==> src/rtl/uart_rx_deframer.sv <==
// uart_rx_deframer: oversampling UART receiver that recovers 8N1 frames onto a valid/ready byte interface.
//   clk, reset        : system clock, synchronous active-high reset
//   ena               : clock enable; freezes FSM, counters and outputs (synchronizer keeps running)
//   rx_signal         : asynchronous serial line, idle high
//   rx_data/rx_valid  : received byte, held stable while rx_valid is high
//   rx_ready          : consumer accepts the byte
//   frame_error       : 1-cycle pulse, stop bit sampled low
//   overrun           : 1-cycle pulse, completed byte dropped because the output register was full
//   parity_error      : 1-cycle pulse on even-parity mismatch; constant 0 unless UART_RX_PARITY_EN is defined
// Optional feature macro: UART_RX_PARITY_EN adds an even-parity bit between data and stop.
module uart_rx_deframer #(
  parameter int DATA_WIDTH = 8,
  parameter int BAUD_RATE  = 115_200,
  parameter int CLK_FREQ   = 50_000_000
) (
  input  logic                  clk,
  input  logic                  reset,
  input  logic                  ena,
  input  logic                  rx_signal,
  output logic [DATA_WIDTH-1:0] rx_data,
  output logic                  rx_valid,
  input  logic                  rx_ready,
  output logic                  frame_error,
  output logic                  overrun,
  output logic                  parity_error
);
  localparam int CLKS_PER_BIT = CLK_FREQ / BAUD_RATE;
  localparam int CW = $clog2(CLKS_PER_BIT + 1);
  localparam int IW = (DATA_WIDTH > 1) ? $clog2(DATA_WIDTH) : 1;
  localparam logic [CW-1:0] CNT_HALF = CW'(CLKS_PER_BIT / 2 - 1);
  localparam logic [CW-1:0] CNT_LAST = CW'(CLKS_PER_BIT - 1);
  localparam logic [IW-1:0] IDX_LAST = IW'(DATA_WIDTH - 1);

  typedef enum logic [2:0] {IDLE, START, DATA, PARITY, STOP, BREAK} state_t;

`ifdef UART_RX_PARITY_EN
  localparam state_t AFTER_DATA = PARITY;
`else
  localparam state_t AFTER_DATA = STOP;
`endif

  state_t                state_q;
  logic [1:0]            sync_q;
  logic [CW-1:0]         cnt_q;
  logic [IW-1:0]         idx_q;
  logic [DATA_WIDTH-1:0] shift_q;
  logic [DATA_WIDTH-1:0] data_q;
  logic                  valid_q;
  logic                  ferr_q;
  logic                  ovr_q;
  logic                  perr_q;
  logic                  bad_q;
  logic                  rxs;
  logic                  cnt_done;

  assign rxs          = sync_q[1];
  assign cnt_done     = cnt_q == CNT_LAST;
  assign rx_data      = data_q;
  assign rx_valid     = valid_q;
  assign frame_error  = ferr_q;
  assign overrun      = ovr_q;
  assign parity_error = perr_q;

  always_ff @(posedge clk) begin
    if (reset) sync_q <= 2'b11;
    else sync_q <= {sync_q[0], rx_signal};
  end

  always_ff @(posedge clk) begin
    if (reset) begin
      state_q <= IDLE;
      cnt_q   <= '0;
      idx_q   <= '0;
      shift_q <= '0;
      data_q  <= '0;
      valid_q <= 1'b0;
      ferr_q  <= 1'b0;
      ovr_q   <= 1'b0;
      perr_q  <= 1'b0;
      bad_q   <= 1'b0;
    end else if (ena) begin
      ferr_q <= 1'b0;
      ovr_q  <= 1'b0;
      perr_q <= 1'b0;
      // a delivery later in this block overrides this clear
      if (valid_q && rx_ready) valid_q <= 1'b0;
      case (state_q)
        IDLE: if (!rxs) begin
          state_q <= START;
          cnt_q   <= '0;
        end
        START: if (cnt_q == CNT_HALF) begin
          cnt_q   <= '0;
          idx_q   <= '0;
          state_q <= rxs ? IDLE : DATA;
        end else cnt_q <= cnt_q + 1'b1;
        DATA: if (cnt_done) begin
          cnt_q          <= '0;
          shift_q[idx_q] <= rxs;
          idx_q          <= idx_q + 1'b1;
          state_q        <= (idx_q == IDX_LAST) ? AFTER_DATA : DATA;
        end else cnt_q <= cnt_q + 1'b1;
`ifdef UART_RX_PARITY_EN
        PARITY: if (cnt_done) begin
          cnt_q   <= '0;
          bad_q   <= ^{shift_q, rxs};
          perr_q  <= ^{shift_q, rxs};
          state_q <= STOP;
        end else cnt_q <= cnt_q + 1'b1;
`endif
        STOP: if (cnt_done) begin
          cnt_q <= '0;
          if (!rxs) begin
            ferr_q  <= 1'b1;
            state_q <= BREAK;
          end else begin
            state_q <= IDLE;
            if (!bad_q) begin
              // accept when empty or when the held byte is being consumed this edge
              if (!valid_q || rx_ready) begin
                data_q  <= shift_q;
                valid_q <= 1'b1;
              end else ovr_q <= 1'b1;
            end
          end
        end else cnt_q <= cnt_q + 1'b1;
        BREAK: if (rxs) state_q <= IDLE;
        default: state_q <= IDLE;
      endcase
    end
  end
endmodule

==> config.mk <==
export PLATFORM = sky130hd
export DESIGN_NAME = uart_rx_deframer
export DESIGN_NICKNAME = d
export VERILOG_FILES = /design/src/rtl/uart_rx_deframer.sv
export SDC_FILE = /design/constraint.sdc
export NUM_CORES = 1
export LEC_CHECK = 0
export CORE_ASPECT_RATIO = 2
export CORE_MARGIN = 2
export CORE_UTILIZATION = 47
export DETAILED_ROUTE_END_ITERATION = 7
export PLACE_DENSITY = 0.72
export SLEW_MARGIN = 20
export SYNTH_ARGS = -nofsm -noshare
export SYNTH_HDL_FRONTEND = slang
export SYNTH_SLANG_ARGS = --single-unit
==> constraint.sdc <==
create_clock -name clk -period 3.7 [get_ports clk]
set_input_delay 1.11 -clock clk [delete_from_list [all_inputs] [get_ports clk]]
set_output_delay 1.11 -clock clk [all_outputs]
set_load 0.03 [all_outputs]
==> results by group, run 1 <==
Die
  • Die extent in y: 96.47 um
  • Die area: 4846 um2
  • Core footprint: 4088 um2
  • # rows: 33
  • Initial core utilization: 49.16%
  • Io pins: 17
  • Die W: 50.24 um

Timing
  • Hold Violations, Final: 0
  • Min cycle time layout: 2631 ps
  • Setup TNS: 0 ps
  • RSZ-0062 raised after global routing: no
  • Slew Viols, Final: 0
  • Final worst slack: 1069 ps
  • Hold slack: 418.8 ps
  • Max-slew headroom: 46.55%
  • Fmax: 0.3801 GHz
  • Endpoints failing setup: 0
  • Worst-margin pin slew: 801.8 ps
  • Period utilization: 71.11%
  • Skew final: 4.405 ps

GRT
  • GRT Util Overall: 20.08%
  • Initial antenna violation count: 0
  • First-pass GRT wire length: 7.541 mm
  • Vias in the first global route: 1668
  • Remaining Overflow, GRT: 0
  • Largest net degree at the start of global routing: 18

Synth
  • Syn Nets: 239
  • Post-Synthesis Cells: 229
  • Seq cells post-synth: 36
  • Area contributors post-synth: dfxtp_1 (36%), nand2b_1 (5.3%), mux2i_1 (5.0%)
  • Post-synth top area share: 35.87%
  • Syn. warnings: 0
  • Cell taking the most area after synthesis: dfxtp_1
  • Top-count cell post-synth: dfxtp_1
  • Sequential fraction of the synthesis area: 35.87%
  • Fraction of registers with async set/reset: 0%
  • Mean area per synthesized cell: 8.775 um2
  • Commonest cells in the netlist: dfxtp_1 (36), nand2b_1 (17), nand2_1 (16)
  • Most used DFF post-synth: dfxtp_1
  • Count of cell types in the netlist: 50
  • Mapped Area: 2009 um2
  • Number of flops mapped to enable cells by yosys: 0

Place
  • RD Place Congestion: 0.7435
  • Post-DP HPWL: 3.243 mm
  • Place WS: 758.2 ps
  • Number of port buffers: 15

Clock tree
  • Worst-Skew Late Latency: 290 ps
  • Post-CTS setup buffers: 0
  • CTS Buf Count: 5
  • Clk root buf: clkbuf_8
  • CTS resizes: 0
  • H-Tree Depth: 2
  • Clock transition at the registers of the reported paths: 70 ps
  • Number of hold buffers added after cts: 0
  • Maximum root-to-sink buffer count: 2
  • CTS tree: done
  • CTS sink count: 36

Run status
  • Status: completed

Critical path
  • Cells along the critical path: clkdlybuf4s50_1 -> nand2b_1 -> nor4_4 -> and4bb_2 -> mux2i_1
  • Element type at the critical path end: register
  • Worst r2r src: state_q[0]
  • Largest stage delay, worst path: 630 ps
  • Worst Path Required: 3920 ps
  • Crit path kind: in -> reg
  • Top delay family on crit path: simple AND/OR/NAND/NOR gates
  • Worst path bufs/invs: 1
  • FF-to-FF path depth: 4
  • Worst R2R End: state_q[2]
  • CP arrival: 2850 ps
  • Critical path fanouts, max: 11
  • FF-to-FF setup slack: 1470 ps
  • Critical-path top delay cell: clkdlybuf4s50_1
  • Startpoint types: input port

Finish
  • Finished Core Util: 55.62%
  • Nets@finish: 248
  • Fill cell count: 388
  • ANT cells: 0
  • Area Growth Syn to Fin: 13.14%
  • Fraction of layout cells with a size suffix above 1: 11.30%

Routing
  • Number of vias per cell: 5.880
  • Initial drt markers: 23
  • Routed WL per cell: 14.95 um
  • Drc violations: 0
  • Post-route ant nets: 0
  • Drt total wl: 4.351 mm
  • Vias: 1711
  • First-pass iteration count of the detailed router: 4

Min path
  • Min-Delay Startpoint: sync_q[0]
  • HP Class: reg -> reg
  • Endpoint with the worst hold slack: sync_q[1]
  • WHS Path Cells: 1

Run
  • MaxCap Viol Count: 0

Power
  • Power Total: 0.7860 mW
  • Worst vdd ir: 0.0003022 V
  • Power density cells: 345.8 nW/um2
  • Lkg Pwr: 0.7436 nW
power by group:
group	internal [mW]	switching [mW]	total, mW	leakage [nW]
Combinational	0.0197	0.0266	0.0463	0.399
Clock	0.199	0.147	0.346	0.0541
Sequential	0.389	0.00436	0.394	0.290
cells in the final DEF, fill, tap and decap left out, drive strengths merged, types with 5 or more instances in the layout:
cell type,synthesis,routed
nand2b,17,17
mux2i,10,10
nand3b,5,5
dfxtp,36,36
ha,5,5
nand3,12,12
clkbuf,7,5
nor2,9,9
clkdlybuf4s50,0,15
a21oi,16,16
o211ai,10,10
nand2,16,16
a31oi,8,8
o21ai,13,13
metrics by stage:
step / cell area [um2] / cells
after floorplan: 2009 / 229
after global placement: 2162 / 283
after detailed placement: 2162 / 283
after CTS: 2273 / 291
after global routing: 2273 / 291
final: 2273 / 291
final cells by class:
| class | instances | area (um2) | share of cell area (%) |
|---|---|---|---|
| Clock buffer | 5 | 68.82 | 3.027 |
| Timing Repair Buffer | 19 | 180.2 | 7.925 |
| Inverter | 4 | 15.01 | 0.6604 |
| Sequential cell | 36 | 720.7 | 31.70 |
| Tap cell | 52 | 65.06 | 2.862 |
| Multi-Input combinational cell | 172 | 1181 | 51.95 |
| Clock inverter | 3 | 42.54 | 1.871 |
routing by layer:
metal	vias up	global-route usage, %	wire length [um]
met5	-	0	0
met4	0	7.639	88
met3	8	3.692	70
met2	12	39.58	2532
met1	829	20.00	1660
li1	862	-	-
sequential cells by signal, indices dropped and copies added (netlist names):
register	cells
cnt_q	9
frame_error	1
shift_q	8
rx_data	8
state_q	3
rx_valid	1
sync_q	2
idx_q	3
overrun	1
kinds of logic after synthesis:
kind of cell,Yosys count,share of synthesized area (%)
and+or+nand+nor,97,31.38
AOI/OAI and AO/OA,57,18.12
DFF,36,35.87
buffers and inverters,21,5.354
muxes,11,5.542
adders and majority gates,5,3.113
other,1,0.1866
xor gates and xnor gates,1,0.4359
worst max-delay path by stage:
stage / start / end / slack (ps) / cells past startpoint
global route: ena / shift_q[2] / 900 / 5
finish: ena / shift_q[2] / 1070 / 5
detailed placement: ena / shift_q[2] / 760 / 5
CTS: ena / shift_q[2] / 1050 / 5
global placement: ena / shift_q[2] / 790 / 5
floorplan: ena / cnt_q[2] / 1410 / 4
Note: power is estimated with default switching activity, not from simulation.
==> run 2: changes to the inputs <==
Settings changed: PLACE_DENSITY 0.72 to 0.74.
Clock period 3.7 ns to 2.2 ns, I/O delays scaled along.
==> run 2 against run 1 <==
  * Sequential share of layout area down 1.4 points
  * Setup slack got worse by 870 ps
  * Sequential cell count unchanged
  * Global-route usage about the same
  * Sequential power up 66%
  * Design area grew 4.5%
  * Die area unchanged
  * Combinational power up 110%
  * Clock power grew 67%
==> results by group, run 2 (same netlist as run 1, synthesis figures left out) <==
Finish
  • Fill cell count: 358 (-7.7%)
  • Largest register FFs: 9 (unchanged)
  • Post-route cell area: 2375 um2 (+4.5%)
  • Area Growth Syn to Fin: 18.18%
  • Finished Core Util: 58.10% (+2.5 points)
  • Fraction of layout cells with a size suffix above 1: 15.60% (+4.3 points)
  • Most common cell after layout, fill and taps aside: dfxtp_1
  • ANT cells: 0 (unchanged)
  • Non-Filler Instances: 302 (+3.8%)
  • Largest Register: cnt_q
  • Most frequent cells in the layout: dfxtp_1 (36), nand2b_1 (17), nand2_1 (16)
  • Nets@finish: 259 (+4.4%)

Power
  • Sw Pwr: 0.2992 mW (+68%)
  • Lkg Pwr: 0.8078 nW (+8.6%)
  • Clock Power Share: 43.4% (-0.6 points)
  • Combinational share of power: 7.3% (+1.4 points)
  • Pint: 1.033 mW (+70%)
  • Sequential share of power: 49.3% (-0.8 points)
  • Worst vdd ir: 0.0004414 V (+46%)
  • Power density cells: 560.8 nW/um2 (+62%)
  • Switching Share: 22.46% (-0.16 points)

Routing
  • Number of vias per cell: 5.848 (-0.54%)
  • Drt total wl: 4.530 mm (+4.1%)
  • Post-route ant nets: 0 (unchanged)
  • First-pass iteration count of the detailed router: 4 (unchanged)
  • Initial drt markers: 36 (+57%)
  • Drc violations: 0 (unchanged)
  • Routed WL per cell: 15.00 um (+0.32%)
  • Vias: 1766 (+3.2%)

Clock tree
  • Post-CTS setup buffers: 0 (unchanged)
  • Worst-Skew Late Latency: 290 ps (about the same)
  • CTS sink count: 36 (unchanged)
  • H-Tree Depth: 2 (unchanged)
  • CTS tree: done
  • Clock transition at the registers of the reported paths: 70 ps (about the same)
  • Maximum root-to-sink buffer count: 2 (unchanged)
  • Clk root buf: clkbuf_8
  • CTS Buf Count: 5 (unchanged)

Timing
  • Slew Viols, Final: 0 (unchanged)
  • Worst-margin pin slew: 479.8 ps (-322.0 ps)
  • Skew final: 5.221 ps (+0.8163 ps)
  • RSZ-0062 raised after global routing: no
  • Max-slew headroom: 67.56% (+21 points)
  • Endpoints failing setup: 0 (unchanged)
  • Hold Violations, Final: 0 (unchanged)
  • Final worst slack: 198.1 ps (-870.9 ps)
  • Period utilization: 91.00%
  • Hold slack: 413.8 ps (-4.972 ps)
  • Min cycle time layout: 2002 ps
  • Fmax: 0.4995 GHz

Critical path
  • Largest stage delay, worst path: 620 ps (about the same)
  • Worst Setup EP: idx_q[2]
  • Cells along the critical path: or4b_4 -> or3_2 -> a21oi_1 -> o21ai_0
  • Worst Path Required: 2360 ps (-1560 ps)
  • Critical path origin: cnt_q[2]
  • Worst R2R End: idx_q[2]
  • Critical path fanouts, max: 7 (-4)
  • FF-to-FF setup slack: 200 ps (-1270 ps)
  • Crit path kind: reg -> reg
  • Startpoint types: register
  • CP arrival: 2160 ps (-690 ps)
  • Worst r2r src: cnt_q[2]
  • Element type at the critical path end: register
  • FF-to-FF path depth: 4 (unchanged)
  • Critical-path top delay cell: or4b_4

Die
  • Core footprint: 4088 um2 (unchanged)
  • Die W: 50.24 um (unchanged)
  • Io pins: 17 (unchanged)
  • Die extent in y: 96.47 um (unchanged)
  • Die area: 4846 um2 (unchanged)
  • # rows: 33 (unchanged)
  • Initial core utilization: 49.16% (unchanged)

Run
  • MaxCap Viol Count: 0 (unchanged)

Place
  • RD Place Congestion: 0.8195 (+10%)
  • Post-DP HPWL: 3.243 mm (about the same)
  • Dpl cell area: 2257 um2 (+4.4%)
  • # placed instances: 294 (+3.9%)
  • Number of port buffers: 15 (unchanged)
  • Place WS: -47.74 ps (-805.9 ps)

GRT
  • First-pass GRT wire length: 7.500 mm (-0.54%)
  • Largest net degree at the start of global routing: 43 (+25)
  • GRT Util Overall: 20.06% (about the same)
  • Initial antenna violation count: 0 (unchanged)
  • Remaining Overflow, GRT: 0 (unchanged)
  • Vias in the first global route: 1732 (+3.8%)

Min path
  • HP Class: reg -> reg

Run status
  • Status: completed
==> run 2: cell types whose count changed in the layout (fill, tap and decap cells not counted) <==
cell,before,now
nor4b_2,0,1
buf_12,0,1
nor4b_1,3,2
buf_4,4,14
==> run 2: power by group through the flow <==
stage	registers, mW	clock network [mW]	logic [mW]
CTS	0.656	0.588	0.0968
finish	0.656	0.578	0.0971
detailed placement	0.672	0	0.0962
global placement	0.672	0	0.0954
floorplan	0.672	0	0.0611
global route	0.656	0.618	0.104
==> run 2: final cells by class <==
type,instances,area (um2),share of cell area (%)
clock buffer,5,68.82,2.898
sequential,36,720.7,30.35
inverter,4,15.01,0.6322
tap,52,65.06,2.740
clock inverter,3,42.54,1.791
multi-input combinational,172,1187,50.00
timing repair buffer,30,275.3,11.59
==> run 2: worst min-delay path by stage <==
stage          startpoint        end  cells after the start
3_5_place_dp    sync_q[0]  sync_q[1]                      1
4_1_cts         sync_q[0]  sync_q[1]                      1
3_3_place_gp    sync_q[0]  sync_q[1]                      1
6_report        sync_q[0]  sync_q[1]                      1
5_1_grt         sync_q[0]  sync_q[1]                      1
2_1_floorplan   sync_q[0]  sync_q[1]                      1
==> run 2: what timing repair did <==
item | 4_1_cts | 5_1_grt
hold buffers | 0 | 0
gates resized for setup | 0 | 1
setup endpoints to repair | 0 | 1
==> run 2: critical path: cells and delay by family, from the launching register on <==
family          cells  cell delay (ps)
simple gates        2             1110
flops               1              390
compound gates      2              380
==> run 2: stage by stage <==
step                      total power, mW  TNS [ps]
after floorplan                    0.7330         0
final                               1.332         0
after CTS                           1.341         0
after detailed placement           0.7679    -356.8
after global placement             0.7669    -165.7
after global routing                1.378         0
==> run 2: metal layers <==
| metal | vias up | global-route usage, % | routed length, um |
|---|---|---|---|
| met5 | - | 0 | 0 |
| met4 | 0 | 9.722 | 121 |
| met3 | 11 | 2.923 | 58 |
| met2 | 17 | 39.58 | 2592 |
| met1 | 856 | 19.58 | 1758 |
| li1 | 882 | - | - |
==> run 3: changes to the inputs <==
Settings changed: SETUP_SLACK_MARGIN from default to 0.15.
==> run 3 against run 2 <==
  * Clock-buffer cell count did not move
  * Fmax increased by 0.69%
  * Via count up 0.34%
  * Hold slack hardly changed
  * Sequential cell count unchanged
  * Utilization is 0.31 points higher
  * Sequential power is essentially flat
  * Critical path depth is 3 lower
  * Combinational power is 0.5% higher
  * Critical path type is now reg -> out
  * Largest cell class unchanged
  * Largest power group unchanged
==> results by group, run 3 (same netlist as run 1, synthesis figures left out) <==
Critical path
  • Top delay family on crit path: buffers and inverters
  • CP arrival: 1330 ps (-830 ps)
  • Critical-path top delay cell: clkdlybuf4s50_1
  • Worst r2r src: cnt_q[8]
  • Cells along the critical path: clkdlybuf4s50_1
  • Largest stage delay, worst path: 680 ps (+60 ps)
  • Startpoint types: register
  • Critical path fanouts, max: 4 (-3)
  • Worst Path Required: 1540 ps (-820 ps)
  • CP Depth: 1 (-3)
  • Critical path origin: rx_valid
  • Worst path bufs/invs: 1 (+1)
  • Element type at the critical path end: output port
  • FF-to-FF path depth: 5 (+1)
  • Crit path kind: reg -> out

Routing
  • Drc violations: 0 (unchanged)
  • First-pass iteration count of the detailed router: 4 (unchanged)
  • Number of vias per cell: 5.848 (about the same)
  • Post-route ant nets: 0 (unchanged)
  • Routed WL per cell: 15.01 um (about the same)
  • Drt total wl: 4.548 mm (+0.40%)
  • Initial drt markers: 43 (+19%)
  • Vias: 1772 (+0.34%)

Timing
  • Skew final: 4.984 ps (-0.2369 ps)
  • Hold slack: 413.5 ps (-0.2890 ps)
  • Setup TNS: 0 ps (unchanged)
  • Worst-margin pin slew: 479.4 ps (-0.3691 ps)
  • Min cycle time layout: 1988 ps (-13.70 ps)
  • Fmax: 0.5030 GHz (+0.69%)
  • Final worst slack: 211.8 ps (+13.70 ps)
  • Max-slew headroom: 67.59% (about the same)
  • Endpoints failing setup: 0 (unchanged)
  • Hold Violations, Final: 0 (unchanged)
  • Period utilization: 90.37% (-0.62 points)
  • Slew Viols, Final: 0 (unchanged)
  • RSZ-0062 raised after global routing: no

Clock tree
  • Maximum root-to-sink buffer count: 2 (unchanged)
  • CTS sink count: 36 (unchanged)
  • Clock transition at the registers of the reported paths: 70 ps (about the same)
  • H-Tree Depth: 2 (unchanged)
  • CTS Buf Count: 5 (unchanged)
  • CTS tree: done
  • Clk root buf: clkbuf_8
  • Worst-Skew Late Latency: 280 ps (about the same)

Finish
  • Fill cell count: 357 (-0.28%)
  • Area Growth Syn to Fin: 18.80%
  • Largest Register: cnt_q
  • Fraction of layout cells with a size suffix above 1: 16.73% (+1.1 points)
  • Largest register FFs: 9 (unchanged)
  • Most common cell after layout, fill and taps aside: dfxtp_1
  • Nets@finish: 260 (+0.39%)
  • Finished Core Util: 58.40% (+0.31 points)
  • Most frequent cells in the layout: dfxtp_1 (35), nand2b_1 (17), nand2_1 (16)
  • ANT cells: 0 (unchanged)

GRT
  • Vias in the first global route: 1732 (unchanged)
  • First-pass GRT wire length: 7.500 mm (unchanged)
  • GRT Util Overall: 20.06% (unchanged)
  • Initial antenna violation count: 0 (unchanged)
  • Largest net degree at the start of global routing: 43 (unchanged)
  • Remaining Overflow, GRT: 0 (unchanged)

Die
  • Die extent in y: 96.47 um (unchanged)
  • Die W: 50.24 um (unchanged)
  • # rows: 33 (unchanged)
  • Core footprint: 4088 um2 (unchanged)
  • Die area: 4846 um2 (unchanged)
  • Io pins: 17 (unchanged)
  • Initial core utilization: 49.16% (unchanged)

Min path
  • HP Class: reg -> reg
  • Min-Delay Startpoint: sync_q[0]
  • WHS Path Cells: 1 (unchanged)

Power
  • Power Total: 1.332 mW (about the same)
  • Worst vdd ir: 0.0004446 V (+0.72%)
  • Power density cells: 558.1 nW/um2 (-0.47%)
  • Lkg Pwr: 0.8138 nW (+0.74%)

Run
  • MaxCap Viol Count: 0 (unchanged)

Place
  • Post-DP HPWL: 3.243 mm (unchanged)
  • Number of port buffers: 15 (unchanged)
  • RD Place Congestion: 0.8195 (unchanged)
  • Place WS: -47.74 ps (unchanged)

Run status
  • Status: completed
==> run 3: layer usage <==
layer  vias up  part of all wire (%)  global-route usage (%)
met2        18                    57                   39.58
met1       857                    39                   19.58
met4         0                   2.6                   9.722
met3        11                   1.3                   2.923
li1        886                     -                       -
met5         -                     0                       0
==> run 3: final timing paths <==
| kind | to | slack (ps) |
|---|---|---|
| worst max-delay path | rx_valid | 210 |
| worst min-delay path | sync_q[1] | 410 |
| worst max register to register | shift_q[2] | 240 |
| worst min register to register | sync_q[1] | 410 |
==> run 3: per-stage QoR <==
step	instances	area, um2
after floorplan	229	2009
after global placement	294	2257
after detailed placement	294	2257
after CTS	302	2369
after global routing	303	2387
final	303	2387
==> run 3: what timing repair did <==
item / in CTS / in global routing
setup endpoints to repair: 0 / 7
hold buffers: 0 / 0
buffers inserted: 0 / 1
resized for setup: 0 / 3
==> run 3: final cells by class <==
cell class                 instances  area (um2)  area share, %
multi-input combinational        172        1191          49.90
sequential                        36       721.9          30.24
timing repair buffer              31       282.8          11.84
clock buffer                       5       68.82          2.883
tap                               52       65.06          2.725
clock inverter                     3       42.54          1.782
inverter                           4       15.01         0.6289
==> run 3: power by group <==
group | switching [mW] | total (mW) | internal, mW
clock network | 0.243 | 0.579 | 0.335
registers | 0.00176 | 0.656 | 0.654
logic | 0.0549 | 0.0976 | 0.0427
